===== config.mk =====
export PLATFORM = sky130hd
export DESIGN_NAME = paralelo_serie_param
export DESIGN_NICKNAME = d
export VERILOG_FILES = /design/src/rtl/phy_tx_pkg.sv /design/src/rtl/fifo_sync.sv /design/src/rtl/paralelo_serie_param.sv
export SDC_FILE = /design/constraint.sdc
export NUM_CORES = 1
export LEC_CHECK = 0
export CAP_MARGIN = 20
export CORE_MARGIN = 4
export CORE_UTILIZATION = 47
export CTS_CLUSTER_DIAMETER = 60
export CTS_CLUSTER_SIZE = 24
export DETAILED_ROUTE_END_ITERATION = 10
export MAX_ROUTING_LAYER = met4
export PLACE_DENSITY = 0.68
export SYNTH_ARGS = -nofsm -noshare
export SYNTH_HDL_FRONTEND = slang
export SYNTH_HIERARCHICAL = 1
export SYNTH_SLANG_ARGS = --single-unit
export TNS_END_PERCENT = 100

===== constraint.sdc =====
create_clock -name clk_8f -period 3.45 [get_ports clk_8f]
set_input_delay 0.8625 -clock clk_8f [delete_from_list [all_inputs] [get_ports clk_8f]]
set_output_delay 0.8625 -clock clk_8f [all_outputs]
set_load 0.005 [all_outputs]

===== src/rtl/phy_tx_pkg.sv =====
// Shared definitions for the phy_tx serial path: the K28.5 IDLE symbol, the
// transmitter state type and a width helper for occupancy counters.
package phy_tx_pkg;

  localparam logic [7:0] IDLE_K28_5 = 8'hBC;

  typedef enum logic {
    SYNC,
    ACTIVE
  } tx_state_e;

  // Width of a counter that must represent every value from 0 up to n.
  function automatic int count_width(input int n);
    return $clog2(n + 1);
  endfunction

endpackage


===== src/rtl/fifo_sync.sv =====
// Single-clock circular-buffer FIFO. The head entry is presented on rd_data
// combinationally; pushes while full and pops while empty are ignored.
module fifo_sync
  import phy_tx_pkg::*;
#(
  parameter int WIDTH = 8,
  parameter int DEPTH = 4
) (
  input  logic                          clk,
  input  logic                          rst_n,
  input  logic                          push,
  input  logic                          pop,
  input  logic [WIDTH-1:0]              wr_data,
  output logic [WIDTH-1:0]              rd_data,
  output logic                          full,
  output logic                          empty,
  output logic [count_width(DEPTH)-1:0] count
);

  localparam int PW = $clog2(DEPTH);
  localparam int CW = count_width(DEPTH);

  logic [WIDTH-1:0] mem [DEPTH];
  logic [PW-1:0]    wr_ptr;
  logic [PW-1:0]    rd_ptr;
  logic             do_push;
  logic             do_pop;

  assign full    = (count == CW'(DEPTH));
  assign empty   = (count == '0);
  assign do_push = push && !full;
  assign do_pop  = pop && !empty;
  assign rd_data = mem[rd_ptr];

  // NOTE: sequential state is updated with <= so every register samples pre-edge values.
  always_ff @(posedge clk or negedge rst_n) begin
    if (!rst_n) begin
      wr_ptr <= '0;
      rd_ptr <= '0;
      count  <= '0;
    end else begin
      if (do_push) wr_ptr <= wr_ptr + 1'b1;
      if (do_pop)  rd_ptr <= rd_ptr + 1'b1;
      case ({do_push, do_pop})
        2'b10:   count <= count + 1'b1;
        2'b01:   count <= count - 1'b1;
        default: ;
      endcase
    end
  end

  // NOTE: storage is not reset; pointers and count alone decide which entries are valid.
  always_ff @(posedge clk) begin
    if (do_push) mem[wr_ptr] <= wr_data;
  end

endmodule


===== src/rtl/paralelo_serie_param.sv =====
// Parallel-to-serial transmitter: queues words through a small FIFO and shifts
// them out one bit per clock, filling gaps and the post-reset sync with IDLE.
module paralelo_serie_param
  import phy_tx_pkg::*;
#(
  parameter int               WIDTH      = 8,
  parameter int               DEPTH      = 4,
  parameter logic [WIDTH-1:0] IDLE_SYM   = IDLE_K28_5,
  parameter int               SYNC_WORDS = 4,
  parameter bit               MSB_FIRST  = 1'b1
) (
  input  logic                          clk_8f,
  input  logic                          reset,
  input  logic [WIDTH-1:0]              data_inP,
  input  logic                          valid_in,
  output logic                          ready_out,
  output logic [WIDTH-1:0]              data2send,
  output logic                          data_outS,
  output logic                          word_start,
  output logic                          is_idle,
  output logic [count_width(DEPTH)-1:0] fifo_count
);

  localparam int               BW        = $clog2(WIDTH);
  localparam int               SCW       = count_width(SYNC_WORDS);
  localparam logic [BW-1:0]    LAST_BIT  = BW'(WIDTH - 1);
  localparam logic [SCW-1:0]   SYNC_LAST = SCW'(SYNC_WORDS);

  tx_state_e        state_q;
  tx_state_e        state_d;
  logic [BW-1:0]    bit_cnt;
  logic [BW-1:0]    bit_idx;
  logic [SCW-1:0]   sync_cnt;
  logic [SCW-1:0]   sync_cnt_d;
  logic [WIDTH-1:0] word_d;
  logic [WIDTH-1:0] head;
  logic             idle_d;
  logic             boundary;
  logic             push;
  logic             pop;
  logic             full;
  logic             empty;

  fifo_sync #(
    .WIDTH (WIDTH),
    .DEPTH (DEPTH)
  ) u_fifo (
    .clk     (clk_8f),
    .rst_n   (reset),
    .push    (push),
    .pop     (pop),
    .wr_data (data_inP),
    .rd_data (head),
    .full    (full),
    .empty   (empty),
    .count   (fifo_count)
  );

  assign ready_out = !full;
  assign push      = valid_in && ready_out;
  assign boundary  = (bit_cnt == LAST_BIT);
  assign bit_idx   = MSB_FIRST ? (LAST_BIT - bit_cnt) : bit_cnt;

  // The FIFO is only consulted at a word boundary, so a word pushed on that
  // same edge waits for the following boundary.
  // NOTE: every always_comb output gets a default first so no latch is inferred.
  always_comb begin
    state_d    = state_q;
    sync_cnt_d = sync_cnt;
    word_d     = data2send;
    idle_d     = is_idle;
    pop        = 1'b0;
    if (boundary) begin
      if (state_q == SYNC && sync_cnt != SYNC_LAST) begin
        word_d     = IDLE_SYM;
        idle_d     = 1'b1;
        sync_cnt_d = sync_cnt + 1'b1;
      end else begin
        state_d = ACTIVE;
        if (!empty) begin
          word_d = head;
          idle_d = 1'b0;
          pop    = 1'b1;
        end else begin
          word_d = IDLE_SYM;
          idle_d = 1'b1;
        end
      end
    end
  end

  always_ff @(posedge clk_8f or negedge reset) begin
    if (!reset) state_q <= SYNC;
    else        state_q <= state_d;
  end

  // The word held through reset counts as the first of the SYNC IDLEs.
  always_ff @(posedge clk_8f or negedge reset) begin
    if (!reset) begin
      sync_cnt   <= SCW'(1);
      bit_cnt    <= '0;
      data2send  <= IDLE_SYM;
      is_idle    <= 1'b1;
      data_outS  <= 1'b0;
      word_start <= 1'b0;
    end else begin
      sync_cnt   <= sync_cnt_d;
      data2send  <= word_d;
      is_idle    <= idle_d;
      data_outS  <= data2send[bit_idx];
      word_start <= (bit_cnt == '0);
      bit_cnt    <= boundary ? '0 : bit_cnt + 1'b1;
    end
  end

endmodule


==> flow_summary.html <==
<table>
<tr><th>Metric</th><th>Value</th></tr>
<tr><th colspan="2">Run status</th></tr>
<tr><td>Outcome</td><td>finished clean</td></tr>
<tr><th colspan="2">Synth</th></tr>
<tr><td>Post-Synthesis Cells</td><td>142</td></tr>
<tr><td>Main combinational cell family by area after synthesis</td><td>multiplexers</td></tr>
<tr><td>Synth Area per Inst</td><td>17.01 sq um</td></tr>
<tr><td>Mux contribution to synthesized area</td><td>0.1082</td></tr>
<tr><td>Flip-flop and latch count after synthesis</td><td>57</td></tr>
<tr><td>Xor and xnor fraction of the mapped netlist area</td><td>0.02538</td></tr>
<tr><td>Share of synthesized cell area in full adder, half adder and majority cells</td><td>0.06007</td></tr>
<tr><td>Compound-Gate Fraction of Synth Area</td><td>0.04557</td></tr>
<tr><td>Share of flip-flops with an asynchronous set or reset after synthesis</td><td>0.4386</td></tr>
<tr><td>Largest cells by area after synthesis</td><td>sky130_fd_sc_hd__edfxtp_1 (40%), sky130_fd_sc_hd__dfrtp_1 (19%), sky130_fd_sc_hd__mux4_2 (9.3%), sky130_fd_sc_hd__dfstp_2 (7.6%), sky130_fd_sc_hd__ha_1 (5.2%)</td></tr>
<tr><td>Main synth FF type</td><td>sky130_fd_sc_hd__edfxtp_1</td></tr>
<tr><td>Post-Synth Simple-Gate Area</td><td>0.06370</td></tr>
<tr><td>Top-area cell type share of the netlist area</td><td>0.3977</td></tr>
<tr><td>Syn Nets</td><td>164</td></tr>
<tr><td>Total of warnings raised by yosys</td><td>6</td></tr>
<tr><td>Dominant cell type by area after synthesis</td><td>sky130_fd_sc_hd__edfxtp_1</td></tr>
<tr><td>Post-synthesis sequential area ratio</td><td>0.6603</td></tr>
<tr><td>Unique masters post-synth</td><td>36</td></tr>
<tr><td>Synthesized area</td><td>0.002416 sq mm</td></tr>
<tr><td>Number of synthesized flops with an enable pin</td><td>32</td></tr>
<tr><th colspan="2">STA</th></tr>
<tr><td>Number of failing setup endpoints in the final timing report</td><td>0</td></tr>
<tr><td>Transition time at the pin with the least slew margin</td><td>574.8 ps</td></tr>
<tr><td>F_max</td><td>335.0 MHz</td></tr>
<tr><td>Clock tree skew after final layout</td><td>8.317 ps</td></tr>
<tr><td>Time the worst path needs with I/O delays and setup</td><td>2985 ps</td></tr>
<tr><td>Worst rel slew slack</td><td>0.6168</td></tr>
<tr><td>Max-slew violation count</td><td>0</td></tr>
<tr><td>RSZ-0062 raised after global routing</td><td>false</td></tr>
<tr><td>Total negative slack for setup checks</td><td>0 ps</td></tr>
<tr><td>Final Hold Vio Count</td><td>0</td></tr>
<tr><td>Final cycle utilization of the critical path</td><td>0.8651</td></tr>
<tr><th colspan="2">Finish</th></tr>
<tr><td>Filler cell count in the final layout</td><td>356</td></tr>
<tr><td>Post-layout instance area</td><td>0.002933 sq mm</td></tr>
<tr><td>Number of antenna cells inserted</td><td>0</td></tr>
<tr><td>Leading cell types in the layout, fill and taps excluded</td><td>sky130_fd_sc_hd__edfxtp_1 (32), sky130_fd_sc_hd__clkdlybuf4s50_1 (25), sky130_fd_sc_hd__dfrtp_1 (18)</td></tr>
<tr><td>Most common cell after layout, fill and taps aside</td><td>sky130_fd_sc_hd__edfxtp_1</td></tr>
<tr><td>Area Overhead vs Synth</td><td>21.39%</td></tr>
<tr><td>Fraction of final layout cells with drive strength greater than 1</td><td>0.2652</td></tr>
<tr><td>Final #Nets</td><td>198</td></tr>
<tr><th colspan="2">Floorplan</th></tr>
<tr><td>Starting utilization of the core area</td><td>0.4983</td></tr>
<tr><td>Number of core rows</td><td>25</td></tr>
<tr><td>Core region area</td><td>0.004848 sq mm</td></tr>
<tr><td>Boundary pin count</td><td>26</td></tr>
<tr><td>Vertical die dimension</td><td>79.70 um</td></tr>
<tr><td>Overall die area</td><td>0.006351 sq mm</td></tr>
<tr><td>Die Wd</td><td>79.70 um</td></tr>
<tr><th colspan="2">GRT</th></tr>
<tr><td>Vias in the first global route</td><td>1,391</td></tr>
<tr><td>Busiest layer in global routing</td><td>met2</td></tr>
<tr><td>First-pass GRT wire length</td><td>6644 um</td></tr>
<tr><td>Gr usage total</td><td>0.1516</td></tr>
<tr><td>Met2 layer usage reported by global route</td><td>0.2529</td></tr>
<tr><td>Met3 track demand over resource</td><td>0.06885</td></tr>
<tr><td>Initial antenna violation count</td><td>0</td></tr>
<tr><td>Met1 track demand over resource</td><td>0.1592</td></tr>
<tr><td>Total congestion overflow after global routing</td><td>0</td></tr>
<tr><td>Maximum number of pins on one net before global-route repair</td><td>24</td></tr>
<tr><th colspan="2">Pwr</th></tr>
<tr><td>Leakage</td><td>0.001115 uW</td></tr>
<tr><td>Worst supply voltage drop on vdd</td><td>0.3495 mV</td></tr>
<tr><td>Areal power density over the cells</td><td>778.6 mW/mm^2</td></tr>
<tr><th colspan="2">CTS</th></tr>
<tr><td>Clock buffer depth</td><td>2</td></tr>
<tr><td>Latest clock arrival within the worst-skew pair</td><td>330 ps</td></tr>
<tr><td>Max H-tree Level</td><td>3</td></tr>
<tr><td>Clock root buffer master</td><td>sky130_fd_sc_hd__clkbuf_8</td></tr>
<tr><td>Post-CTS Setup Bufs</td><td>0</td></tr>
<tr><td>Clock sink total</td><td>57</td></tr>
<tr><td>Cts repair resizes</td><td>0</td></tr>
<tr><td>Clock tree from TritonCTS</td><td>built</td></tr>
<tr><td>Clk slew on worst S/H paths</td><td>60 ps</td></tr>
<tr><td>TritonCTS Buffers</td><td>9</td></tr>
<tr><td>Post-cts hold buffer count</td><td>0</td></tr>
<tr><th colspan="2">Routing</th></tr>
<tr><td>Via count</td><td>1,266</td></tr>
<tr><td>Iteration count of the initial detailed-routing pass</td><td>4</td></tr>
<tr><td>Count of antenna-violating nets left after detailed routing</td><td>0</td></tr>
<tr><td>DR vias/cell</td><td>5.105</td></tr>
<tr><td>Drt first-iter violations</td><td>61</td></tr>
<tr><td>Residual DRC</td><td>0</td></tr>
<tr><td>Post-DR wirelength/cell</td><td>16.52 um</td></tr>
<tr><td>Routed WL</td><td>4096 um</td></tr>
<tr><th colspan="2">Flow run</th></tr>
<tr><td>Max-cap violations</td><td>0</td></tr>
<tr><th colspan="2">Hold path</th></tr>
<tr><td>Path category of the worst min-delay check</td><td>reg -&gt; reg</td></tr>
<tr><th colspan="2">Critical path</th></tr>
<tr><td>Critical path data required time</td><td>3700 ps</td></tr>
<tr><td>Endpoint arrival time on the critical path</td><td>3240 ps</td></tr>
<tr><td>Crit path launch type</td><td>register</td></tr>
<tr><td>Path type of the worst setup path</td><td>reg -&gt; reg</td></tr>
<tr><td>Critical path peak fanout</td><td>9</td></tr>
<tr><td>Endpoint kind of the worst setup timing path</td><td>register</td></tr>
<tr><th colspan="2">Placement</th></tr>
<tr><td>Post-detail-place hpwl</td><td>2897 um</td></tr>
<tr><td>Final weighted congestion in routability-driven placement</td><td>0.7867</td></tr>
<tr><td>Post-detailed-placement cell area</td><td>0.002726 sq mm</td></tr>
<tr><td>Port-buffer cells</td><td>25</td></tr>
</table>
==> flip-flops by register name (all words and copies together), names as in the netlist <==
register       flops
u_fifo/mem        32
data2send          8
bit_cnt            3
sync_cnt           3
u_fifo/count       3
u_fifo/rd_ptr      2
u_fifo/wr_ptr      2
data_outS          1
is_idle            1
state_q            1
word_start         1
==> path summary, 6_finish.rpt <==
kind                                  from              end  slack, ps  depth (start not counted)
max in group asynchronous            reset     data2send[5]       2080                          3
worst max-delay path            bit_cnt[1]  u_fifo/count[2]        470                         12
worst min register to register     is_idle          is_idle        510                          2
worst min-delay path               is_idle          is_idle        510                          2
min in group asynchronous            reset       word_start        770                          1
worst max register to register  bit_cnt[1]  u_fifo/count[2]        470                         12
==> synth_stat cells, types with 2 or more instances <==
cell / instances
sky130_fd_sc_hd__a22o_1: 2
sky130_fd_sc_hd__nand2_1: 5
sky130_fd_sc_hd__buf_6: 2
sky130_fd_sc_hd__dfrtp_1: 18
sky130_fd_sc_hd__xnor2_1: 4
sky130_fd_sc_hd__o22a_2: 3
sky130_fd_sc_hd__nor2b_1: 2
sky130_fd_sc_hd__edfxtp_1: 32
sky130_fd_sc_hd__ha_1: 10
sky130_fd_sc_hd__nor2_1: 4
sky130_fd_sc_hd__dfstp_2: 7
sky130_fd_sc_hd__a21oi_1: 2
sky130_fd_sc_hd__xor2_1: 3
sky130_fd_sc_hd__nor3_1: 2
sky130_fd_sc_hd__o22a_1: 2
sky130_fd_sc_hd__inv_1: 12
sky130_fd_sc_hd__and2_2: 4
sky130_fd_sc_hd__mux4_2: 10
==> cells by family (layout without fill, tap and decap cells) <==
kind of cell | after synthesis | after routing
compound gates | 13 | 13
xor+xnor | 7 | 7
buf+inv | 18 | 57
flops | 57 | 57
mux | 13 | 13
fa+ha+maj | 11 | 11
simple gates | 23 | 23
==> report_power, final <==
part           internal (uW)  switching, uW
combinational            388            223
clock                    329            249
sequential               930            163
==> metrics by stage <==
stage | setup slack, ps | util | hold slack, ps | power [uW] | std cells
detailed placement | 496.9 | 0.5623 | 506.9 | 1725 | 231
global route | 350.2 | 0.6049 | 543.5 | 2410 | 248
finish | 465.2 | 0.6049 | 510.2 | 2283 | 248
global placement | 665.6 | 0.5623 | 489.9 | 1696 | 231
floorplan | 780.2 | - | 467.6 | 1426 | 142
CTS | 491.9 | 0.5992 | 517.6 | 2307 | 247
==> routing by layer <==
layer	wire, um	vias up	share of wire
met2	2156	28	0.53
li1	-	590	-
met1	1670	642	0.41
met4	43	0	0.010
met5	0	-	0
met3	225	6	0.055
==> cell type report <==
cell class / instances / area [sq um] / share of cell area
clock inverter: 4 / 43.79 / 0.01493
tap: 67 / 83.83 / 0.02858
clock buffer: 12 / 135.1 / 0.04608
timing repair buffer: 27 / 285.3 / 0.09727
multi-input combinational: 67 / 732.0 / 0.2496
inverter: 14 / 57.56 / 0.01962
sequential: 57 / 1595 / 0.5439
==> critical path, cell delays in order, from the launching register on <==
cell	delay, ps
sky130_fd_sc_hd__dfrtp_1	430
sky130_fd_sc_hd__ha_1	230
sky130_fd_sc_hd__ha_1	350
sky130_fd_sc_hd__inv_2	100
sky130_fd_sc_hd__or3_4	450
sky130_fd_sc_hd__inv_6	80
sky130_fd_sc_hd__o31a_2	170
sky130_fd_sc_hd__ha_1	180
sky130_fd_sc_hd__inv_1	60
sky130_fd_sc_hd__fa_1	380
sky130_fd_sc_hd__xor2_1	160
sky130_fd_sc_hd__nor2_1	130
sky130_fd_sc_hd__xor2_1	180
Power figures use the tool's default switching activity.
